### config.mk
export PLATFORM = sky130hd
export DESIGN_NAME = pxl_st_src
export DESIGN_NICKNAME = d
export VERILOG_FILES = /design/src/rtl/pxl_st_src_pkg.sv /design/src/rtl/pxl_st_src_skid_buf.sv /design/src/rtl/pxl_st_src.sv
export SDC_FILE = /design/constraint.sdc
export NUM_CORES = 1
export LEC_CHECK = 0
export CELL_PAD_IN_SITES_DETAIL_PLACEMENT = 1
export CELL_PAD_IN_SITES_GLOBAL_PLACEMENT = 2
export CORE_UTILIZATION = 32
export DETAILED_ROUTE_END_ITERATION = 10
export PLACE_DENSITY_LB_ADDON = 0.1
export SLEW_MARGIN = 5
export SYNTH_ARGS = -nofsm -noshare
export SYNTH_HDL_FRONTEND = slang
export SYNTH_SLANG_ARGS = --single-unit
### constraint.sdc
create_clock -name i_clk -period 3.05 [get_ports i_clk]
set_input_delay 0.61 -clock i_clk [delete_from_list [all_inputs] [get_ports i_clk]]
set_output_delay 0.61 -clock i_clk [all_outputs]
set_load 0.1 [all_outputs]
### src/rtl/pxl_st_src_pkg.sv
// ---------------------------------------------------------------------------
// pxl_st_src_pkg
// Shared widths, FSM state type and the skid-buffer word type for the pixel
// stream source (pxl_st_src) and its output skid buffer (pxl_st_skid_buf).
// Optional feature macro used by the design: PXL_ST_ROW_GAP_EN.
// ---------------------------------------------------------------------------
package pxl_st_src_pkg;

    localparam int IMG_WIDTH_IDX_W    = 8;
    localparam int IMG_HEIGHT_IDX_W   = 8;
    localparam int PXL_PRIM_COLOR_W   = 8;
    localparam int PXL_PRIM_COLOR_NUM = 3;
    localparam int MEM_ADDR_W         = IMG_WIDTH_IDX_W + IMG_HEIGHT_IDX_W;
    localparam int PXL_DATA_W         = PXL_PRIM_COLOR_W * PXL_PRIM_COLOR_NUM;
    localparam int ROW_GAP_W          = 4;

    localparam int PXL_ST_SKID_DEPTH  = 2;
    localparam int SKID_PTR_W         = $clog2(PXL_ST_SKID_DEPTH);
    localparam int SKID_CNT_W         = $clog2(PXL_ST_SKID_DEPTH + 1);

    typedef enum logic [2:0] {
        IDLE,
        FETCH,
        GAP,
        DRAIN,
        DONE
    } pxl_st_src_state_e;

    typedef struct packed {
        logic [PXL_DATA_W-1:0]       data;
        logic [IMG_WIDTH_IDX_W-1:0]  x;
        logic [IMG_HEIGHT_IDX_W-1:0] y;
    } pxl_st_word_t;

endpackage

### src/rtl/pxl_st_src_skid_buf.sv
// ---------------------------------------------------------------------------
// pxl_st_skid_buf
// Two-entry valid/ready FIFO of pxl_st_word_t. The head entry is presented
// from registers, so o_vld never depends on the consumer's ready.
// Ports:
//   i_clk, i_rst_n : clock, asynchronous active-low reset
//   i_push, i_word : write strobe and word (dropped only if full and no pop)
//   i_pop          : consume head (ignored when empty)
//   o_word, o_vld  : head word and non-empty flag
//   o_count        : current occupancy
// ---------------------------------------------------------------------------
module pxl_st_skid_buf
    import pxl_st_src_pkg::*;
(
    input  logic                  i_clk,
    input  logic                  i_rst_n,
    input  logic                  i_push,
    input  pxl_st_word_t          i_word,
    input  logic                  i_pop,
    output pxl_st_word_t          o_word,
    output logic                  o_vld,
    output logic [SKID_CNT_W-1:0] o_count
);

    pxl_st_word_t          r_mem [PXL_ST_SKID_DEPTH];
    logic [SKID_PTR_W-1:0] r_wr_ptr;
    logic [SKID_PTR_W-1:0] r_rd_ptr;
    logic [SKID_CNT_W-1:0] r_count;
    logic                  w_push_ok;
    logic                  w_pop_ok;

    assign w_pop_ok  = i_pop && (r_count != '0);
    // A push into a full buffer is legal only when the head leaves this cycle.
    assign w_push_ok = i_push && ((r_count != SKID_CNT_W'(PXL_ST_SKID_DEPTH)) || w_pop_ok);

    genvar gi;
    generate
        for (gi = 0; gi < PXL_ST_SKID_DEPTH; gi++) begin : g_entry
            always_ff @(posedge i_clk or negedge i_rst_n) begin
                if (!i_rst_n) begin
                    r_mem[gi] <= '0;
                end else if (w_push_ok && (r_wr_ptr == SKID_PTR_W'(gi))) begin
                    r_mem[gi] <= i_word;
                end
            end
        end
    endgenerate

    always_ff @(posedge i_clk or negedge i_rst_n) begin
        if (!i_rst_n) begin
            r_wr_ptr <= '0;
            r_rd_ptr <= '0;
            r_count  <= '0;
        end else begin
            if (w_push_ok) r_wr_ptr <= r_wr_ptr + 1'b1;
            if (w_pop_ok)  r_rd_ptr <= r_rd_ptr + 1'b1;
            r_count <= r_count + SKID_CNT_W'(w_push_ok) - SKID_CNT_W'(w_pop_ok);
        end
    end

    assign o_word  = r_mem[r_rd_ptr];
    assign o_vld   = (r_count != '0);
    assign o_count = r_count;

endmodule

### src/rtl/pxl_st_src.sv
// ---------------------------------------------------------------------------
// pxl_st_src
// Pixel-stream transmitter: on Start, reads a raster frame from a 1-cycle
// latency pixel memory and streams it (x fastest) over a valid/ready port.
// Optional feature macro: PXL_ST_ROW_GAP_EN (idle gap after each row but the
// last, length i_cfg_row_gap sampled on Start). Undefined: rows back-to-back.
// Ports:
//   i_clk, i_rst_n                : clock, asynchronous active-low reset
//   i_start                       : begin frame (ignored unless idle)
//   i_cfg_img_width/height        : frame size, sampled on accepted start
//   i_cfg_row_gap                 : row gap length (feature build only)
//   o_busy, o_done                : frame in progress / 1-cycle completion
//   o_mem_rd_en/addr, i_mem_rd_data : pixel memory read port
//   o_img_width/height            : latched frame size
//   o_pxl_data/x/y/vld, i_pxl_rdy : output pixel stream
// ---------------------------------------------------------------------------
module pxl_st_src
    import pxl_st_src_pkg::*;
(
    input  logic                        i_clk,
    input  logic                        i_rst_n,
    input  logic                        i_start,
    input  logic [IMG_WIDTH_IDX_W-1:0]  i_cfg_img_width,
    input  logic [IMG_HEIGHT_IDX_W-1:0] i_cfg_img_height,
    input  logic [ROW_GAP_W-1:0]        i_cfg_row_gap,
    output logic                        o_busy,
    output logic                        o_done,
    output logic                        o_mem_rd_en,
    output logic [MEM_ADDR_W-1:0]       o_mem_rd_addr,
    input  logic [PXL_DATA_W-1:0]       i_mem_rd_data,
    output logic [IMG_WIDTH_IDX_W-1:0]  o_img_width,
    output logic [IMG_HEIGHT_IDX_W-1:0] o_img_height,
    output logic [PXL_PRIM_COLOR_W-1:0] o_pxl_data [PXL_PRIM_COLOR_NUM],
    output logic [IMG_WIDTH_IDX_W-1:0]  o_pxl_x,
    output logic [IMG_HEIGHT_IDX_W-1:0] o_pxl_y,
    output logic                        o_pxl_vld,
    input  logic                        i_pxl_rdy
);

    pxl_st_src_state_e           r_state;
    pxl_st_src_state_e           w_state_next;
    logic [IMG_WIDTH_IDX_W-1:0]  r_width;
    logic [IMG_HEIGHT_IDX_W-1:0] r_height;
    logic [IMG_WIDTH_IDX_W-1:0]  r_x;
    logic [IMG_HEIGHT_IDX_W-1:0] r_y;
    logic [MEM_ADDR_W-1:0]       r_addr;
    logic [IMG_WIDTH_IDX_W-1:0]  r_fetch_x;
    logic [IMG_HEIGHT_IDX_W-1:0] r_fetch_y;
    logic                        r_inflight;

    logic [IMG_WIDTH_IDX_W-1:0]  w_width;
    logic [IMG_HEIGHT_IDX_W-1:0] w_height;
    logic                        w_start_ok;
    logic                        w_empty_cfg;
    logic                        w_issue;
    logic                        w_row_end;
    logic                        w_last_rd;
    logic                        w_enter_gap;
    logic                        w_pop;
    logic                        w_room;
    logic [2:0]                  w_occ;
    logic [SKID_CNT_W-1:0]       w_count;
    pxl_st_word_t                w_push_word;
    pxl_st_word_t                w_head;

    assign w_start_ok  = (r_state == IDLE) && i_start;
    assign w_empty_cfg = (i_cfg_img_width == '0) || (i_cfg_img_height == '0);
    // While idle the first read goes out in the Start cycle itself, so the
    // row/frame end tests must use the incoming configuration.
    assign w_width     = (r_state == IDLE) ? i_cfg_img_width  : r_width;
    assign w_height    = (r_state == IDLE) ? i_cfg_img_height : r_height;

    assign w_pop  = o_pxl_vld && i_pxl_rdy;
    // Occupancy after this cycle's pop plus the word landing now; a new read
    // is only safe if that leaves space for its data next cycle.
    assign w_occ  = 3'(w_count) + 3'(r_inflight) - 3'(w_pop);
    assign w_room = (w_occ < 3'd2);

    assign w_issue   = (w_start_ok && !w_empty_cfg) || ((r_state == FETCH) && w_room);
    assign w_row_end = w_issue && (r_x == (w_width - IMG_WIDTH_IDX_W'(1)));
    assign w_last_rd = w_row_end && (r_y == (w_height - IMG_HEIGHT_IDX_W'(1)));

`ifdef PXL_ST_ROW_GAP_EN
    logic [ROW_GAP_W-1:0] r_row_gap;
    logic [ROW_GAP_W-1:0] r_gap_cnt;
    logic [ROW_GAP_W-1:0] w_gap_cfg;

    assign w_gap_cfg   = (r_state == IDLE) ? i_cfg_row_gap : r_row_gap;
    assign w_enter_gap = w_row_end && !w_last_rd && (w_gap_cfg != '0);

    always_ff @(posedge i_clk or negedge i_rst_n) begin
        if (!i_rst_n) begin
            r_row_gap <= '0;
            r_gap_cnt <= '0;
        end else begin
            if (w_start_ok)             r_row_gap <= i_cfg_row_gap;
            if (w_enter_gap)            r_gap_cnt <= w_gap_cfg;
            else if (r_state == GAP)    r_gap_cnt <= r_gap_cnt - 1'b1;
        end
    end
`else
    logic w_unused_row_gap;
    assign w_unused_row_gap = ^i_cfg_row_gap;
    assign w_enter_gap      = 1'b0;
`endif

    always_ff @(posedge i_clk or negedge i_rst_n) begin
        if (!i_rst_n) r_state <= IDLE;
        else          r_state <= w_state_next;
    end

    always_comb begin
        w_state_next = r_state;
        o_busy       = 1'b0;
        o_done       = 1'b0;
        o_mem_rd_en  = w_issue;
        unique case (r_state)
            IDLE: begin
                // An empty frame still passes through DRAIN (no reads, nothing
                // buffered) so Done lands two cycles after Start.
                if (i_start) begin
                    if (w_empty_cfg || w_last_rd) w_state_next = DRAIN;
                    else if (w_enter_gap)         w_state_next = GAP;
                    else                          w_state_next = FETCH;
                end
            end
            FETCH: begin
                o_busy = 1'b1;
                if (w_last_rd)        w_state_next = DRAIN;
                else if (w_enter_gap) w_state_next = GAP;
            end
`ifdef PXL_ST_ROW_GAP_EN
            GAP: begin
                o_busy = 1'b1;
                if (r_gap_cnt <= ROW_GAP_W'(1)) w_state_next = FETCH;
            end
`endif
            DRAIN: begin
                o_busy = 1'b1;
                // Leave in the cycle of the final handshake so Done follows it.
                if (!r_inflight && ((w_count == '0) || ((w_count == SKID_CNT_W'(1)) && w_pop)))
                    w_state_next = DONE;
            end
            DONE: begin
                o_done       = 1'b1;
                w_state_next = IDLE;
            end
            default: w_state_next = IDLE;
        endcase
    end

    // Running raster counters; the address simply increments because the
    // frame is stored contiguously, which avoids a y*W multiply.
    always_ff @(posedge i_clk or negedge i_rst_n) begin
        if (!i_rst_n) begin
            r_width    <= '0;
            r_height   <= '0;
            r_x        <= '0;
            r_y        <= '0;
            r_addr     <= '0;
            r_fetch_x  <= '0;
            r_fetch_y  <= '0;
            r_inflight <= 1'b0;
        end else begin
            r_inflight <= w_issue;
            if (w_start_ok) begin
                r_width  <= i_cfg_img_width;
                r_height <= i_cfg_img_height;
            end
            if (w_issue) begin
                r_fetch_x <= r_x;
                r_fetch_y <= r_y;
                if (w_last_rd) begin
                    r_x    <= '0;
                    r_y    <= '0;
                    r_addr <= '0;
                end else begin
                    r_addr <= r_addr + 1'b1;
                    if (w_row_end) begin
                        r_x <= '0;
                        r_y <= r_y + 1'b1;
                    end else begin
                        r_x <= r_x + 1'b1;
                    end
                end
            end
        end
    end

    assign o_mem_rd_addr = r_addr;
    assign o_img_width   = r_width;
    assign o_img_height  = r_height;

    assign w_push_word.data = i_mem_rd_data;
    assign w_push_word.x    = r_fetch_x;
    assign w_push_word.y    = r_fetch_y;

    pxl_st_skid_buf u_skid_buf (
        .i_clk   (i_clk),
        .i_rst_n (i_rst_n),
        .i_push  (r_inflight),
        .i_word  (w_push_word),
        .i_pop   (w_pop),
        .o_word  (w_head),
        .o_vld   (o_pxl_vld),
        .o_count (w_count)
    );

    genvar gi;
    generate
        for (gi = 0; gi < PXL_PRIM_COLOR_NUM; gi++) begin : g_color
            assign o_pxl_data[gi] = w_head.data[gi*PXL_PRIM_COLOR_W +: PXL_PRIM_COLOR_W];
        end
    endgenerate

    assign o_pxl_x = w_head.x;
    assign o_pxl_y = w_head.y;

endmodule

Yosys cells after proc, flatten, opt, wreduce, memory -nomap -nowiden
Index checks and enable logic that the tools add are counted.
Operators by class
  add/sub/neg operators: 11
  order comparisons: 2
  equal/unequal tests: 10
  mux-type cells: 17
  bitwise operators: 2
  reduce and logical (&&, ||, !) cells: 28
Operators with widths (number)
  $mux W40: 3
  $mux W8: 6
  $add A16 B1 Y16 const B: 1
  $add A8 B1 Y8 const B: 2
  $eq A8 B8 Y1: 2
  $logic_not A8 Y1: 2
  $mux W16: 1
  $sub A8 B1 Y8 const B: 2
  $logic_and A1 B1 Y1: 12
  $mux W3: 3
  $pmux W3 S3: 1
  $ne A2 B2 Y1 const B: 4
  $logic_or A1 B1 Y1: 5
  $reduce_bool A2 Y1: 2
  $add A2 B1 Y3: 1
  $eq A3 B1 Y1 const B: 1
  $eq A3 B2 Y1 const B: 1
  $eq A3 B3 Y1 const B: 1
  $logic_not A3 Y1: 1
  $lt A3 B2 Y1 const B: 1
  $reduce_and A3 Y1: 1
  $sub A3 B1 Y3: 1
  $add A1 B1 Y1 const B: 2
  $add A2 B1 Y2: 1
  11 further kinds: 13
Word-level totals
  flip-flop bits (word level): 152
  bits of input ports: 48
  output and inout port bits: 76

Depth between registers and ports, before layout
  depth in word-level cells: 12
  gate-level depth with buffers: 13
  depth with buffers taken out: 13

By module
From an unflattened synthesis, not the netlist that was laid out.
Unflattened totals
  cell total of the unflattened synthesis: 748
  area total of the unflattened synthesis: 7866.3 sq um
By module, submodules not included
  pxl_st_src: times used 1, cells each 476, area each 4145.2 sq um
  pxl_st_skid_buf: times used 1, cells each 272, area each 3721.1 sq um

Worst setup path before layout
No wires, ideal clock.
  kind: in2out
  start point: input i_pxl_rdy
  end point: output o_mem_rd_en
  arrival time: 3.401 ns
  required time: 2.440 ns
  slack: -0.961 ns
  stages on the path: 9
  path buffers: 1
  cell sequence: inv_1 -> a21oi_1 -> ha_1 -> nor2b_1 -> fa_1 -> nor4b_1 -> a31oi_4 -> inv_2 -> clkbuf_1
On the way
  word-level cells in the longest chain between the ends: 5
Ends and longest elaborated chain
  start, declared: line pxl_st_src.sv:37  | input logic i_pxl_rdy
  $logic_and A1 B1 Y1: line pxl_st_src.sv:73  | assign w_pop = o_pxl_vld && i_pxl_rdy;
  $sub A3 B1 Y3: line pxl_st_src.sv:76  | assign w_occ = 3'(w_count) + 3'(r_inflight) - 3'(w_pop);
  $lt A3 B2 Y1: line pxl_st_src.sv:77  | assign w_room = (w_occ < 3'd2);
  $logic_and A1 B1 Y1: line pxl_st_src.sv:79  | assign w_issue = (w_start_ok && !w_empty_cfg) || ((r_state == FETCH) && w_room);
  $logic_or A1 B1 Y1: line pxl_st_src.sv:79
  end, declared: line pxl_st_src.sv:28  | output logic o_mem_rd_en,
Every way passes these cells.

Worst setup path in the final report
  start point: register u_skid_buf.r_count[0] (netlist: u_skid_buf.o_count[0])
  end point: output o_mem_rd_en
On the way
  word-level cells in the longest chain between the ends: 6
  elaborated cells on any way between the ends: 7
  classes of those cells: add/sub: 2; order compare: 1; reduce/logical: 4
Ends and longest elaborated chain
  start, declared: line pxl_st_src_skid_buf.sv:28  | logic [SKID_CNT_W-1:0] r_count;
  start signal, assigned: line pxl_st_src_skid_buf.sv:57  | r_count <= r_count + SKID_CNT_W'(w_push_ok) - SKID_CNT_W'(w_pop_ok);
  parallel branches: the longest is 2 deep, another holds $add A2 B1 Y3
  $sub A3 B1 Y3 (*): line pxl_st_src.sv:76
  $lt A3 B2 Y1 (*): line pxl_st_src.sv:77
  $logic_and A1 B1 Y1 (*): line pxl_st_src.sv:79
  $logic_or A1 B1 Y1 (*): line pxl_st_src.sv:79
Every way passes the cells marked *.

==> results by group <==
Yosys
  – Most frequent cells after synthesis: dfrtp_1, mux2_2, nand2_1
  – EDFF count, synth: 0
  – Top-count cell post-synth: dfrtp_1
  – Synthesized instance count: 661
  – Synthesized area: ~7700 sq um
  – Synthesized area per cell: 11.60 sq um
  – Synth area leader: dfrtp_1
  – Synthesized flop and latch total: about 150
  – Main area contributors after synthesis: dfrtp_1, mux2_2, nand2_1
  – Asr flop ratio synth: between 90% and 100%
  – YS warnings: 0
  – Synth Net Count: 718
  – Post-synth top flop: dfrtp_1
  – Post-synthesis sequential area ratio: 49.62%
  – Number of distinct library cells after synthesis: 63
  – Synth top area share: 49.62%

Detailed routing
  – Final wirelength: 20670 microns
  – ANT nets after route: 0
  – DRC viols: 0
  – Pre-Repair DR Iteration Count: 4
  – Vias: 5791
  – Drt wl/cell: 17.72 microns
  – Detail-routed via count per cell: 4.962
  – Starting DRT DRC Count: 261

Floorplanning
  – Die W: between 150 and 200 microns
  – Rows: 56
  – Initial Utilization: about a third
  – Die Ht: 156.8 microns
  – Die area: 24580 sq um
  – CORE AREA: around 23000 sq um
  – Ports: 124

STA
  – Final Cycle Share: 104.7%
  – Slew of the pin with the lowest slew margin: 0.6431 ns
  – Final worst setup slack: -0.1418 ns
  – Maximum clock frequency: 313.3 MHz
  – Fin. Hold Viols: 0
  – Final Max Slew Viols: 0
  – Final setup viols: 1
  – Total negative setup slack: -0.1418 ns
  – Slew Limit Headroom: 57.13%
  – RSZ-0062 raised after global routing: yes
  – Worst clock skew: ~0.012 ns
  – Fin crit period: around 3.2 ns

Worst setup path
  – Critical Path Sink Type: primary output
  – CP max FO: 2
  – Crit-path slowest cell: dfrtp_1
  – FF-to-FF path depth: 15
  – Cells along the critical path: inv_2 -> a21oi_4 -> ha_4 -> nor2b_4 -> fa_2 -> xnor2_2 -> nor4b_4 -> a31oi_4 -> buf_6 -> inv_8 -> buf_12
  – R2r endpoint: o_mem_rd_addr[11]
  – Critical Path RT: 2.44 ns
  – Crit. Startpoint: u_skid_buf.o_count[0]
  – Startpoint Class: flop
  – WS Path Type: flop to primary output
  – Flop-to-flop setup slack: 0.09 ns
  – Crit-path max cell delay: around 0.4 ns
  – Reg-to-Reg Start: u_skid_buf.o_count[0]
  – Crit path DAT: 2.58 ns

CTS
  – Worst-path clk slew: 0.07 ns
  – Clk buf depth: 2
  – Later-pin clock latency in the skew report: 0.43 ns
  – Maximum level of the CTS H-tree: 4
  – Sink Count: 152
  – CTS tree: built
  – CTS Root Buffer Type: clkbuf_16
  – Total CTS buffers: 17

GRT
  – Initial antenna violation count: 0
  – GRT Util Overall: 17.91%
  – Global-route wire length before repair: around 34000 microns
  – Vias in the first global route: 6445
  – Largest net degree at the start of global routing: 65
  – Grt total ovfl: 0

Run
  – Max Cap Violations: 0

Cells and area
  – Utilization after layout: ~45%
  – Layout cells sized above 1: 42.81%
  – Final Instance Area: 10530 sq um
  – Synthesis-to-finish area growth: 37.41%
  – Antenna diodes: 0
  – Fin nets: roughly 890

Placement
  – Placement Cell Area: 9701 sq um
  – Post-DP HPWL: 14600 microns
  – PortBufs: 119
  – Final GP Congestion: 0.8044

Status
  – Outcome: finished with violations
  – Failing checks: negative setup slack

Min path
  – Worst min-delay path category: input port to asynchronous set/reset pin
sequential cells by signal (all words and copies together), names as in the netlist, 3 cells and up:
name              cells
o_img_height          8
r_fetch_y             8
r_y                   8
u_skid_buf.r_mem     80
o_mem_rd_addr        16
r_x                   8
r_state               3
r_fetch_x             8
o_img_width           8
worst max path at each step:
stage / end / cells past startpoint
floorplan: o_mem_rd_en / 9
global placement: o_mem_rd_addr[15] / 13
detailed placement: o_mem_rd_addr[15] / 13
CTS: o_mem_rd_en / 10
global route: o_mem_rd_en / 11
finish: o_mem_rd_en / 11
cell families after synthesis:
kind of cell	synth area share, %
buffers and inverters	2.889
XOR/XNOR	3.770
flip-flops	49.62
AND/OR/NAND/NOR	12.76
AO/OA/AOI/OAI	7.834
multiplexers	21.56
adder cells (fa/ha/maj)	1.567
final cells by class:
type / instances / area [sq um]
flip-flops and latches: 152 / 3805
repair buffers: 186 / 1828
well taps: 319 / 399.1
fillers: 2524 / 12940
inverters: 17 / 83.83
clock inverters: 15 / 180.2
clock buffers: 17 / 425.4
multi-input cells: 461 / 3812
placed cells by master, fill, tap and decap left out, types with 12 or more instances in the layout:
master,netlist,layout
xnor2_1,22,19
nor2_2,10,12
buf_4,1,116
nor2_1,30,25
dfrtp_1,152,151
nor3_1,13,13
clkdlybuf4s50_1,0,40
nand3_1,15,15
inv_1,16,13
mux2_2,137,137
buf_12,0,24
clkbuf_16,0,18
a21oi_1,13,12
nand2_1,63,62
o21ai_0,19,19
worst max-delay path: cells and delay by family (launching register included):
kind | cells | cell delay (ns)
adders and majority gates | 2 | 0.63
AOI/OAI and AO/OA | 2 | 0.13
DFF | 1 | 0.40
xor gates and xnor gates | 1 | 0.16
and+or+nand+nor | 2 | 0.38
buffers and inverters | 4 | 0.46
metal layers:
metal / GRT usage, % / wire length [microns]
met1: 21.75 / 9029
met2: 32.08 / 10850
met3: 2.769 / 525
met4: 5.929 / 266
met5: 0 / 0
through the flow:
step / hold WS [ns] / cells / setup slack (ns)
final: 0.1642 / 1167 / -0.1418
after detailed placement: 0.4788 / 1125 / -0.9128
after floorplan: 0.3144 / 661 / -0.06553
after global routing: 0.2148 / 1167 / -0.2371
after global placement: 0.4711 / 1125 / -0.8668
after CTS: 0.1848 / 1163 / -0.1902
timing repair:
action | CTS | global route
hold buffers | 0 | 0
gates resized for setup | 21 | 11
gates cloned | 0 | 1
setup endpoints to repair | 37 | 27
pin swaps | 4 | 9
buffers inserted | 6 | 3
Power is left out: the tool's default activity adds up to more than one toggle a clock period on the data nets, which glitch-free logic cannot reach.
